--- config.mk ---
export PLATFORM = sky130hd
export DESIGN_NAME = uart_tx_fifo
export DESIGN_NICKNAME = d
export VERILOG_FILES = /design/src/rtl/uart_tx_fifo.sv
export SDC_FILE = /design/constraint.sdc
export NUM_CORES = 1
export LEC_CHECK = 0
export BUFFER_PORTS_ARGS = -buffer_cell sky130_fd_sc_hd__buf_2
export CAP_MARGIN = 20
export CORE_UTILIZATION = 30
export DETAILED_ROUTE_END_ITERATION = 12
export PLACE_DENSITY_LB_ADDON = 0.08
export SLEW_MARGIN = 5
export SYNTH_ARGS = -nofsm -noshare
export SYNTH_HDL_FRONTEND = slang
export SYNTH_SLANG_ARGS = --single-unit
--- constraint.sdc ---
create_clock -name clk -period 5.7 [get_ports clk]
set_input_delay 0.855 -clock clk [delete_from_list [all_inputs] [get_ports clk]]
set_output_delay 0.855 -clock clk [all_outputs]
set_load 0.02 [all_outputs]
--- src/rtl/uart_tx_fifo.sv ---
// Byte FIFO feeding an 8N1 UART transmitter; din[7:0] queued, serialised LSB first on txd.
// Latency: byte pushed into an empty FIFO while idle starts its start bit one edge later; frames are 10*CLK_DIV cycles.
// Backpressure: none toward the writer; a write while full is dropped and latches the sticky overflow flag.
module uart_tx_fifo #(
  parameter int CLK_DIV = 868,
  parameter int DEPTH   = 4
) (
  input  logic             clk,
  input  logic             reset,
  input  logic [31:0]      din,
  input  logic             we,
  output logic             txd,
  output logic             busy,
  output logic             full,
  output logic [DEPTH:0]   count,
  output logic             overflow
);

  localparam int             ENTRIES   = 1 << DEPTH;
  localparam logic [15:0]    BAUD_LAST = 16'(CLK_DIV - 1);
  localparam logic [DEPTH:0] CNT_FULL  = (DEPTH + 1)'(ENTRIES);
  localparam logic [DEPTH:0] CNT_ONE   = (DEPTH + 1)'(1);
  localparam logic [DEPTH-1:0] PTR_ONE = DEPTH'(1);

  typedef enum logic [1:0] {IDLE, START, DATA, STOP} state_t;

  state_t           state;
  logic [15:0]      baud_cnt;
  logic [2:0]       bit_idx;
  logic [7:0]       shreg;
  logic [7:0]       mem [ENTRIES];
  logic [DEPTH-1:0] wr_ptr;
  logic [DEPTH-1:0] rd_ptr;
  logic             push;
  logic             pop;
  logic             baud_last;
  logic             unused_din;

  // Only the low byte of the core's write word is transmitted.
  assign unused_din = ^din[31:8];

  assign full      = (count == CNT_FULL);
  assign busy      = (state != IDLE) || (count != '0);
  assign baud_last = (baud_cnt == BAUD_LAST);
  // full is the registered value, so a same-edge pop never makes room for a write.
  assign push      = we && !full;
  // Pop either from idle or at the very last stop-bit cycle so frames chain without a gap.
  assign pop       = (count != '0) && ((state == IDLE) || ((state == STOP) && baud_last));

  // FIFO storage: data only, no reset needed since count gates every read.
  always_ff @(posedge clk) begin
    if (push) mem[wr_ptr] <= din[7:0];
  end

  // FIFO pointers, occupancy and sticky overflow.
  always_ff @(posedge clk or negedge reset) begin
    if (!reset) begin
      wr_ptr   <= '0;
      rd_ptr   <= '0;
      count    <= '0;
      overflow <= 1'b0;
    end else begin
      if (push) wr_ptr <= wr_ptr + PTR_ONE;
      if (pop)  rd_ptr <= rd_ptr + PTR_ONE;
      case ({push, pop})
        2'b10:   count <= count + CNT_ONE;
        2'b01:   count <= count - CNT_ONE;
        default: count <= count;
      endcase
      if (we && full) overflow <= 1'b1;
    end
  end

  // Transmit FSM: baud timing, bit sequencing and the registered serial output.
  always_ff @(posedge clk or negedge reset) begin
    if (!reset) begin
      state    <= IDLE;
      baud_cnt <= '0;
      bit_idx  <= '0;
      shreg    <= '0;
      txd      <= 1'b1;
    end else begin
      case (state)
        IDLE: begin
          txd <= 1'b1;
          if (pop) begin
            shreg    <= mem[rd_ptr];
            baud_cnt <= '0;
            txd      <= 1'b0;
            state    <= START;
          end
        end
        START: begin
          if (baud_last) begin
            baud_cnt <= '0;
            bit_idx  <= '0;
            txd      <= shreg[0];
            state    <= DATA;
          end else begin
            baud_cnt <= baud_cnt + 16'd1;
          end
        end
        DATA: begin
          if (baud_last) begin
            baud_cnt <= '0;
            if (bit_idx == 3'd7) begin
              txd   <= 1'b1;
              state <= STOP;
            end else begin
              bit_idx <= bit_idx + 3'd1;
              // Shift so the next bit is always at shreg[1] when it is launched.
              shreg   <= {1'b0, shreg[7:1]};
              txd     <= shreg[1];
            end
          end else begin
            baud_cnt <= baud_cnt + 16'd1;
          end
        end
        STOP: begin
          if (baud_last) begin
            baud_cnt <= '0;
            if (pop) begin
              shreg <= mem[rd_ptr];
              txd   <= 1'b0;
              state <= START;
            end else begin
              txd   <= 1'b1;
              state <= IDLE;
            end
          end else begin
            baud_cnt <= baud_cnt + 16'd1;
          end
        end
        default: begin
          txd   <= 1'b1;
          state <= IDLE;
        end
      endcase
    end
  end

endmodule

==> results of run 1 <==
==> critical path, stage by stage, from the launching register on <==
cell,delay [ns]
dfrtp_1,0.40
ha_1,0.30
nor4b_1,0.30
a41o_1,0.24
o211a_1,0.44
ha_1,0.39
xor2_1,0.19
ha_1,0.21
nor2b_1,0.17
a22oi_1,0.10
o32a_1,0.30
nor2_1,0.13
xnor2_1,0.12
==> power by group <==
group	leakage (nW)	total (W)	switching (W)	internal (W)
combinational	0.924	0.000335	0.000216	0.000119
sequential	1.70	0.00156	0.0000782	0.00148
clock	0.279	0.00117	0.000515	0.000657
total	2.90	0.00306	0.000809	0.00225
==> metal layers <==
layer / routed length (um) / vias to the layer above
met1: 7499 / 2126
met3: 423 / 14
met5: 0 / -
met4: 153 / 0
met2: 8388 / 59
li1: - / 1913
==> worst paths after layout <==
kind	slack [ns]	from	to	cells after the start
max	2.30	baud_cnt[0]	count[4]	12
min	0.45	overflow	overflow	1
max reg2reg	2.30	baud_cnt[0]	count[4]	12
min reg2reg	0.45	overflow	overflow	1
max in group asynchronous	4.72	reset	rd_ptr[2]	2
min in group asynchronous	0.52	reset	baud_cnt[8]	2
==> metrics by stage <==
stage               setup WS, ns  utilization [%]  cell area [sq um]  std cells
global route               1.993            34.89               8511        840
global placement           2.351            32.46               7916        807
floorplan                  2.498                -               7475        483
finish                     2.301            34.89               8511        840
CTS                        2.293            34.86               8503        839
detailed placement         2.333            32.46               7916        807
==> final cells by class <==
cell class / count / area [sq um] / area share (%)
clock buffer: 19 / 432.9 / 5.087
clock inverter: 13 / 153.9 / 1.808
inverter: 12 / 45.04 / 0.5293
multi-input combinational: 272 / 2361 / 27.74
sequential: 172 / 4950 / 58.16
tap: 324 / 405.4 / 4.763
timing repair buffer: 28 / 162.7 / 1.911
==> state kept, by name, indices dropped and copies added (netlist names) <==
register and count:
shreg 8, mem 128, count 5, overflow 1
bit_idx 3, txd 1, baud_cnt 16, wr_ptr 4
state 2, rd_ptr 4
==> cells in the mapped netlist, types with 7 or more instances <==
cell,instances
nor3_1,9
clkbuf_1,12
o21ai_0,28
nand2_1,28
nand3_1,9
mux4_2,30
o31ai_1,7
a21oi_1,9
ha_1,16
nor2b_1,8
buf_2,9
xnor2_1,8
edfxtp_1,128
inv_1,12
mux2_2,15
dfrtp_1,43
mux2i_1,13
nor2_1,25
==> cells in the final DEF, fill, tap and decap left out, drive strengths merged, types with 13 or more instances in the layout <==
master and count:
buf 28, nor2 25, dfrtp 43, mux2i 13, mux2 16, nand2 28, o21ai 28, ha 16
inv 18, mux4 30, clkbuf 19, edfxtp 128
==> logic make-up (layout without fill, tap and decap cells) <==
kind of cell,count (synthesis),after routing,share of synthesized area (%)
flip-flops,172,172,66.17
AND/OR/NAND/NOR,107,107,7.415
AO/OA/AOI/OAI,77,77,6.779
multiplexers,59,59,13.19
buffers and inverters,39,72,2.243
adder cells (fa/ha/maj),16,16,2.678
XOR/XNOR,13,13,1.523
==> impl_metrics.ini, run 1 <==
[placement]
port_buffers = 19
place_congestion = 0.7473
post-dp-hpwl_um = 10270

[floorplan]
die_h_um = 159.8
die_area_sq_um = 25550
start_util_pct = 30.65
die_x_um = 159.8
ios = 44
core_sq_um = 24390
num_rows = 57

[global_route]
antenna_found_initial = 0
grt_first_pass_wirelength_um = 25670
grt.met2_usage_pct = 23.14
globalRouteOverflowTotal = 0
grt_pass1_vias = 4272
top_usage_layer = met2
use_met1_pct = 17.80
grt_max_degree = 45
grtUsageTotal_pct = 13.72
use_met3_pct = 2.961

[sta]
fin_hold_ws_ns = 0.4534
period_share_pct = 59.63
timing.slew.headroom_pct = 28.28
min_period_ns = 3.399
drv_slew = 0
fin_setup_tns_ns = 0
fmax_ghz = 0.2942
tightest_slew_ns = 1.072
rsz0062_at_grt = no
hold_viol = 0
clock_skew_ns = 0.01094
finalSetupViolCount = 0

[synthesis]
yosys-top-cells-area = edfxtp_1 (51%), dfrtp_1 (14%), mux4_2 (9.0%), ha_1 (2.7%), mux2_2 (2.3%)
ys_types = 51
synthArstFlopShare_pct = 25.58
ys.flop_type = edfxtp_1
yosysSeqAreaShare_pct = 66.17
yosys.area.top_type_share_pct = 51.42
syn-instance-count = 483
yosysWarnings = 0
synth_area_sq_um = 7475
synth_edf_count = 128
syn-num-nets = 534
synth_area_per_cell_sq_um = 15.48
ys_ff_latch = 172
yosys.area.top_type = edfxtp_1

[clocking]
clock-root-buffer = clkbuf_16
clk_pin_slew_ns = 0.06
cts.path.max_buffers = 2
clkSinkCount = 172
ctsHtreeMaxLevel = 4
cts.repair.resized = 0
numCtsBuffers = 17
cts_tree = yes
cts.hold.buffers_added = 0
post-cts-setup-buffer-count = 0
clk_latency_ns = 0.43

[routing]
ant_nets = 0
drtIter0Drc = 325
drc = 0
vias_per_cell = 4.895
via_count = 4112
wl_per_cell_um = 19.60
routed_wl_um = 16470
dr.pass1.iters = 4

[pwr]
power.leakage_nw = 2.905
power_density_nw_per_um2 = 360.0
vdd_drop_max_uv = 187.8
finalPower_w = 0.003064

[finish]
diodes = 0
layout-drive-gt1-share_pct = 22.29
nets = 554
syn_to_final_growth_pct = 13.86
n_fill_cell = 2383

[critical_path]
crit_required_ns = 6.05
cp-start-kind = register
critPathKind = register to register
endpoint_kind = register
arrival_ns = 3.75
cp_max_fo = 9

[status]
status = finished clean

[run]
drv_cap = 0

[hold_path]
hold_path_class = register to register
(Power assumes the default switching activity.)
==> run 2: changes to the inputs <==
==> constraint.sdc (replaced) <==
create_clock -name clk -period 3.4 [get_ports clk]
set_input_delay 0.51 -clock clk [delete_from_list [all_inputs] [get_ports clk]]
set_output_delay 0.51 -clock clk [all_outputs]
set_load 0.02 [all_outputs]
==> run 2 against run 1 <==
  * Non-clock buffer count increased by 13
  * Clock skew increased by 0.0017 ns
  * Global-route usage decreased by 0.37 points
  * Sequential power increased by 67%
  * Sequential cell count unchanged
  * Critical path depth unchanged
  * Register-to-register slack got worse by 1.9 ns
==> impl_metrics.ini, run 2 (synthesized netlist as in run 1, its figures left out) <==
[status]
status = finished clean

[sta]
rsz0062_at_grt = no
clock_skew_ns = 0.01266
fmax_ghz = 0.3283
tightest_slew_ns = 0.9602
finalSetupViolCount = 0
min_period_ns = 3.046
period_share_pct = 89.59
hold_viol = 0
drv_slew = 0
timing.slew.headroom_pct = 35.75
fin_setup_tns_ns = 0

[finish]
diodes = 0
layout-drive-gt1-share_pct = 24.20
largest-register = mem
final_area_sq_um = 8613
largest_reg_flops = 128
layout_commonest_cell = edfxtp_1
syn_to_final_growth_pct = 15.23
largestRegisters = mem: 128 flops, baud_cnt: 16 flops, shreg: 8 flops
nets = 567
mostFrequentLayoutCells = edfxtp_1 (128), dfrtp_1 (41), mux4_2 (30)

[floorplan]
die_area_sq_um = 25550
num_rows = 57
die_h_um = 159.8
ios = 44
die_x_um = 159.8
start_util_pct = 30.65
core_sq_um = 24390

[critical_path]
cp_slowest_stage_delay_ns = 0.55
crit_required_ns = 3.74
cp-start-kind = register
endpoint_kind = register
worst-r2r-setup-slack_ns = 0.35
path_cells = nor4_1 -> and2_1 -> nor2b_1 -> inv_1 -> ha_1 -> xor2_1 -> ha_1 -> nor2b_1 -> a22oi_1 -> o32a_1 -> nor2_1 -> xnor2_1
cp_max_fo = 9
worst_r2r_startpoint = count[1]
crit_buf_inv = 1
critPathKind = register to register
crit_path_top_delay_cell = nor4_1
regToRegEndpoint = count[4]
r2r_cells = 12
arrival_ns = 3.39
critPathTopFamily = simple AND/OR/NAND/NOR gates

[clocking]
ctsHtreeMaxLevel = 4
clock-root-buffer = clkbuf_16
cts.path.max_buffers = 2
clk_pin_slew_ns = 0.07
cts_tree = yes
clk_latency_ns = 0.42
clkSinkCount = 172
cts.repair.resized = 0
cts.hold.buffers_added = 0
numCtsBuffers = 17
post-cts-setup-buffer-count = 0

[run]
drv_cap = 0

[routing]
drtIter0Drc = 216
dr.pass1.iters = 4
drc = 0
ant_nets = 0
vias_per_cell = 4.771
routed_wl_um = 15960
wl_per_cell_um = 18.71
via_count = 4070

[global_route]
globalRouteOverflowTotal = 0
grt_first_pass_wirelength_um = 24960
antenna_found_initial = 0
grt_pass1_vias = 4170
grtUsageTotal_pct = 13.35
grt_max_degree = 45

[hold_path]
hold_path_class = input pin to async pin

[placement]
place_area_sq_um = 8013
port_buffers = 19
post-dp-hpwl_um = 10340
place_congestion = 0.7027

[pwr]
power_density_nw_per_um2 = 589.5
power.leakage_nw = 2.985
vdd_drop_max_uv = 316.4
-- run 2: worst reg2reg max path, stage by stage, from the launching register on --
cell	delay, ns
dfrtp_1	0.47
nor4_1	0.55
and2_1	0.25
nor2b_1	0.08
inv_1	0.08
ha_1	0.31
xor2_1	0.19
ha_1	0.20
nor2b_1	0.19
a22oi_1	0.11
o32a_1	0.29
nor2_1	0.13
xnor2_1	0.12
-- run 2: power breakdown --
group | total [W] | switching, W | internal (W)
Combinational | 0.000569 | 0.000353 | 0.000215
Clock | 0.00191 | 0.000870 | 0.00104
Sequential | 0.00260 | 0.000123 | 0.00248
-- run 2: layout make-up --
cell class | count | area, sq um
clock buffer | 18 | 429.2
clock inverter | 14 | 151.4
fill | 2368 | 15780
inverter | 12 | 45.04
multi-input combinational | 272 | 2361
sequential | 172 | 4949
tap | 324 | 405.4
timing repair buffer | 41 | 272.8
-- run 2: layer usage --
metal  global-route usage (%)  vias up  part of all wire (%)
met4                    3.680        0                   1.1
met1                    17.12     2082                    45
met5                        0        -                     0
met2                    22.41       37                    51
li1                         -     1938                     -
met3                    3.351       13                   3.0
-- run 2: worst max path at each step --
| stage | start | to | cells past startpoint |
|---|---|---|---|
| floorplan | count[1] | count[4] | 15 |
| CTS | count[1] | count[4] | 11 |
| global route | count[1] | count[4] | 12 |
| finish | count[1] | count[4] | 12 |
| detailed placement | count[1] | count[4] | 11 |
| global placement | count[1] | count[4] | 12 |
-- run 2: through the flow --
stage,hold WS (ns),std cells,worst slack (ns),utilization (%),total power [W]
5_1_grt,0.003281,853,0.04573,35.31,0.005310
3_3_place_gp,0.4314,820,0.4289,32.85,0.003212
6_report,0.001737,853,0.3538,35.31,0.005077
3_5_place_dp,0.4400,820,0.3309,32.85,0.003225
4_1_cts,0.2772,852,0.3028,35.23,0.005158
2_1_floorplan,0.2144,483,0.1975,-,0.002982
==> run 3: changes to the inputs <==
--- a/config.mk
+++ b/config.mk
@@ -5,6 +5,7 @@
 export SDC_FILE = /design/constraint.sdc
 export NUM_CORES = 1
 export LEC_CHECK = 0
+export ABC_AREA = 1
 export BUFFER_PORTS_ARGS = -buffer_cell sky130_fd_sc_hd__buf_2
 export CAP_MARGIN = 20
 export CORE_UTILIZATION = 30
==> run 3 against run 2 <==
  * Utilization decreased by 0.11 points
  * Register-to-register slack improved by 0.20 ns
  * Combinational power increased by 7.7%
  * Synthesized cell count increased by 76%
  * Total power increased by 4.0%
  * Critical endpoint unchanged
  * Cell area increased by 7.4%
  * Highest routed layer unchanged
  * Wire length increased by 24%
  * Area after synthesis increased by 8.3%
  * The run now ends with DRC left
==> impl_metrics.ini, run 3 <==
[status]
status = finished with violations
violations = DRC

[synthesis]
syn-num-nets = 901
yosys-top-cells-area = edfxtp_1 (47%), dfrtp_1 (13%), nand2_1 (12%), nand3_1 (6.7%), inv_1 (5.4%)
synth_most_common_cell = nand2_1
syn-instance-count = 850
synth_common_cells = nand2_1 (262), edfxtp_1 (128), inv_1 (116)
synthArstFlopShare_pct = 25.58
synth_area_per_cell_sq_um = 9.527
synth_area_sq_um = 8098
yosysSeqAreaShare_pct = 61.08
synth_edf_count = 128
ys.flop_type = edfxtp_1
yosysWarnings = 0
yosys.area.top_type = edfxtp_1
yosys.area.top_type_share_pct = 47.47
ys_types = 37
ys_ff_latch = 172

[floorplan]
num_rows = 59
core_sq_um = 26280
die_h_um = 166.3
start_util_pct = 30.81
ios = 44
die_x_um = 166.3
die_area_sq_um = 27650

[critical_path]
cp-start-kind = register
regToRegEndpoint = count[4]
arrival_ns = 3.17
r2r_cells = 16
endpoint_kind = register
worst-r2r-setup-slack_ns = 0.56
worst_r2r_startpoint = state[1]
crit_required_ns = 3.72
critPathKind = register to register
cp_max_fo = 8

[finish]
layout-drive-gt1-share_pct = 10.67
largest-register = mem
syn_to_final_growth_pct = 14.26
largestRegisters = mem: 128 flops, baud_cnt: 16 flops, shreg: 8 flops
nets = 928
fin_cells = 1225
largest_reg_flops = 128
layout_commonest_cell = nand2_1
diodes = 0
mostFrequentLayoutCells = nand2_1 (262), edfxtp_1 (128), inv_1 (116)

[sta]
fin_setup_tns_ns = 0
finalSetupViolCount = 0
fmax_ghz = 0.3515
clock_skew_ns = 0.02089
hold_viol = 0
timing.slew.headroom_pct = 41.64
period_share_pct = 83.67
drv_slew = 0
tightest_slew_ns = 0.8722
rsz0062_at_grt = no
min_period_ns = 2.845

[pwr]
power.leakage_nw = 4.108
vdd_drop_max_uv = 290.0
finalPower_w = 0.005281
power_density_nw_per_um2 = 570.8

[global_route]
globalRouteOverflowTotal = 0
grt_max_degree = 69
grt_pass1_vias = 5432
antenna_found_initial = 0
grt_first_pass_wirelength_um = 31760
grtUsageTotal_pct = 15.34

[clocking]
cts.repair.resized = 0
cts_tree = yes
clk_latency_ns = 0.44
cts.path.max_buffers = 2
clk_pin_slew_ns = 0.08
cts.hold.buffers_added = 0
post-cts-setup-buffer-count = 0
ctsHtreeMaxLevel = 4
clock-root-buffer = clkbuf_16
clkSinkCount = 172
numCtsBuffers = 17

[routing]
vias_per_cell = 4.445
via_count = 5445
dr.pass1.iters = 9
wl_per_cell_um = 16.20
drtIter0Drc = 250
ant_nets = 0
drc = 2
routed_wl_um = 19840

[run]
drv_cap = 0

[hold_path]
hold_path_class = input pin to async pin

[placement]
place_congestion = 0.7512
port_buffers = 19
post-dp-hpwl_um = 11740
dp.cells = 1193
## run 3: changes by cell type after synthesis, moves of 8 or more
cell / delta
nand2_1: +234
inv_1: +104
nand3_1: +99
mux4_2: -30
nor2_1: +29
mux2_2: -15
mux2i_1: -13
o21ai_0: -10
inv_2: +9
xor2_1: +9
nor2b_1: -8
## run 3: critical path, stage by stage (launching register included)
cell and delay (ns):
dfrtp_1 0.43, inv_1 0.10, ha_1 0.27, inv_2 0.21
nand2_1 0.08, nand2_1 0.08, inv_2 0.04, nand2_4 0.12
inv_2 0.07, ha_1 0.24, xor2_1 0.21, ha_1 0.17
a21oi_1 0.04, or2_1 0.26, o21ai_0 0.16, nand3_1 0.10
xor2_1 0.15
## run 3: worst max-delay path by stage
stage | startpoint | endpoint | slack [ns] | cells past startpoint
floorplan | count[2] | count[4] | 0.73 | 13
global placement | state[0] | count[4] | 0.52 | 16
detailed placement | state[0] | count[4] | 0.53 | 16
CTS | state[0] | count[4] | 0.52 | 16
global route | state[0] | count[4] | 0.23 | 16
finish | state[1] | count[4] | 0.56 | 16
## run 3: routing by layer
metal  GRT usage (%)  vias up  share of wire [%]
li1                -     2790                  -
met1           20.92     2584                 49
met2           24.84       64                 47
met3           2.931        7                3.3
met4           4.308        0               0.82
met5               0        -                  0
## run 3: layout make-up
| class | instances | area (sq um) |
|---|---|---|
| flip-flops and latches | 172 | 4947 |
| multi-input cells | 524 | 2549 |
| well taps | 335 | 419.2 |
| clock buffers | 17 | 425.4 |
| repair buffers | 35 | 227.7 |
| clock inverters | 15 | 207.7 |
| inverters | 127 | 476.7 |
| fillers | 2677 | 17030 |
## run 3: logic make-up after synthesis
logic type      count (synthesis)  share of synthesized area, %
simple gates                  449                         24.12
flops                         172                         61.08
buf+inv                       154                         7.447
compound gates                 41                         2.936
xor+xnor                       18                         1.947
fa+ha+maj                      16                         2.472
## run 3: where the power goes
part	total [W]	switching (W)	internal, W	leakage [nW]
combinational	0.000613	0.000433	0.000180	2.10
clock	0.00210	0.00102	0.00108	0.308
sequential	0.00257	0.0000941	0.00247	1.70
## run 3: through the flow
stage          hold WS (ns)  setup WS, ns  util [%]  instance area, sq um
3_3_place_gp         0.4372        0.5205     32.80                  8620
4_1_cts              0.1273        0.5242     35.21                  9253
2_1_floorplan        0.2144        0.7311         -                  8098
6_report             0.1104        0.5553     35.21                  9253
3_5_place_dp         0.4420        0.5252     32.80                  8620
5_1_grt              0.1396        0.2336     35.21                  9253
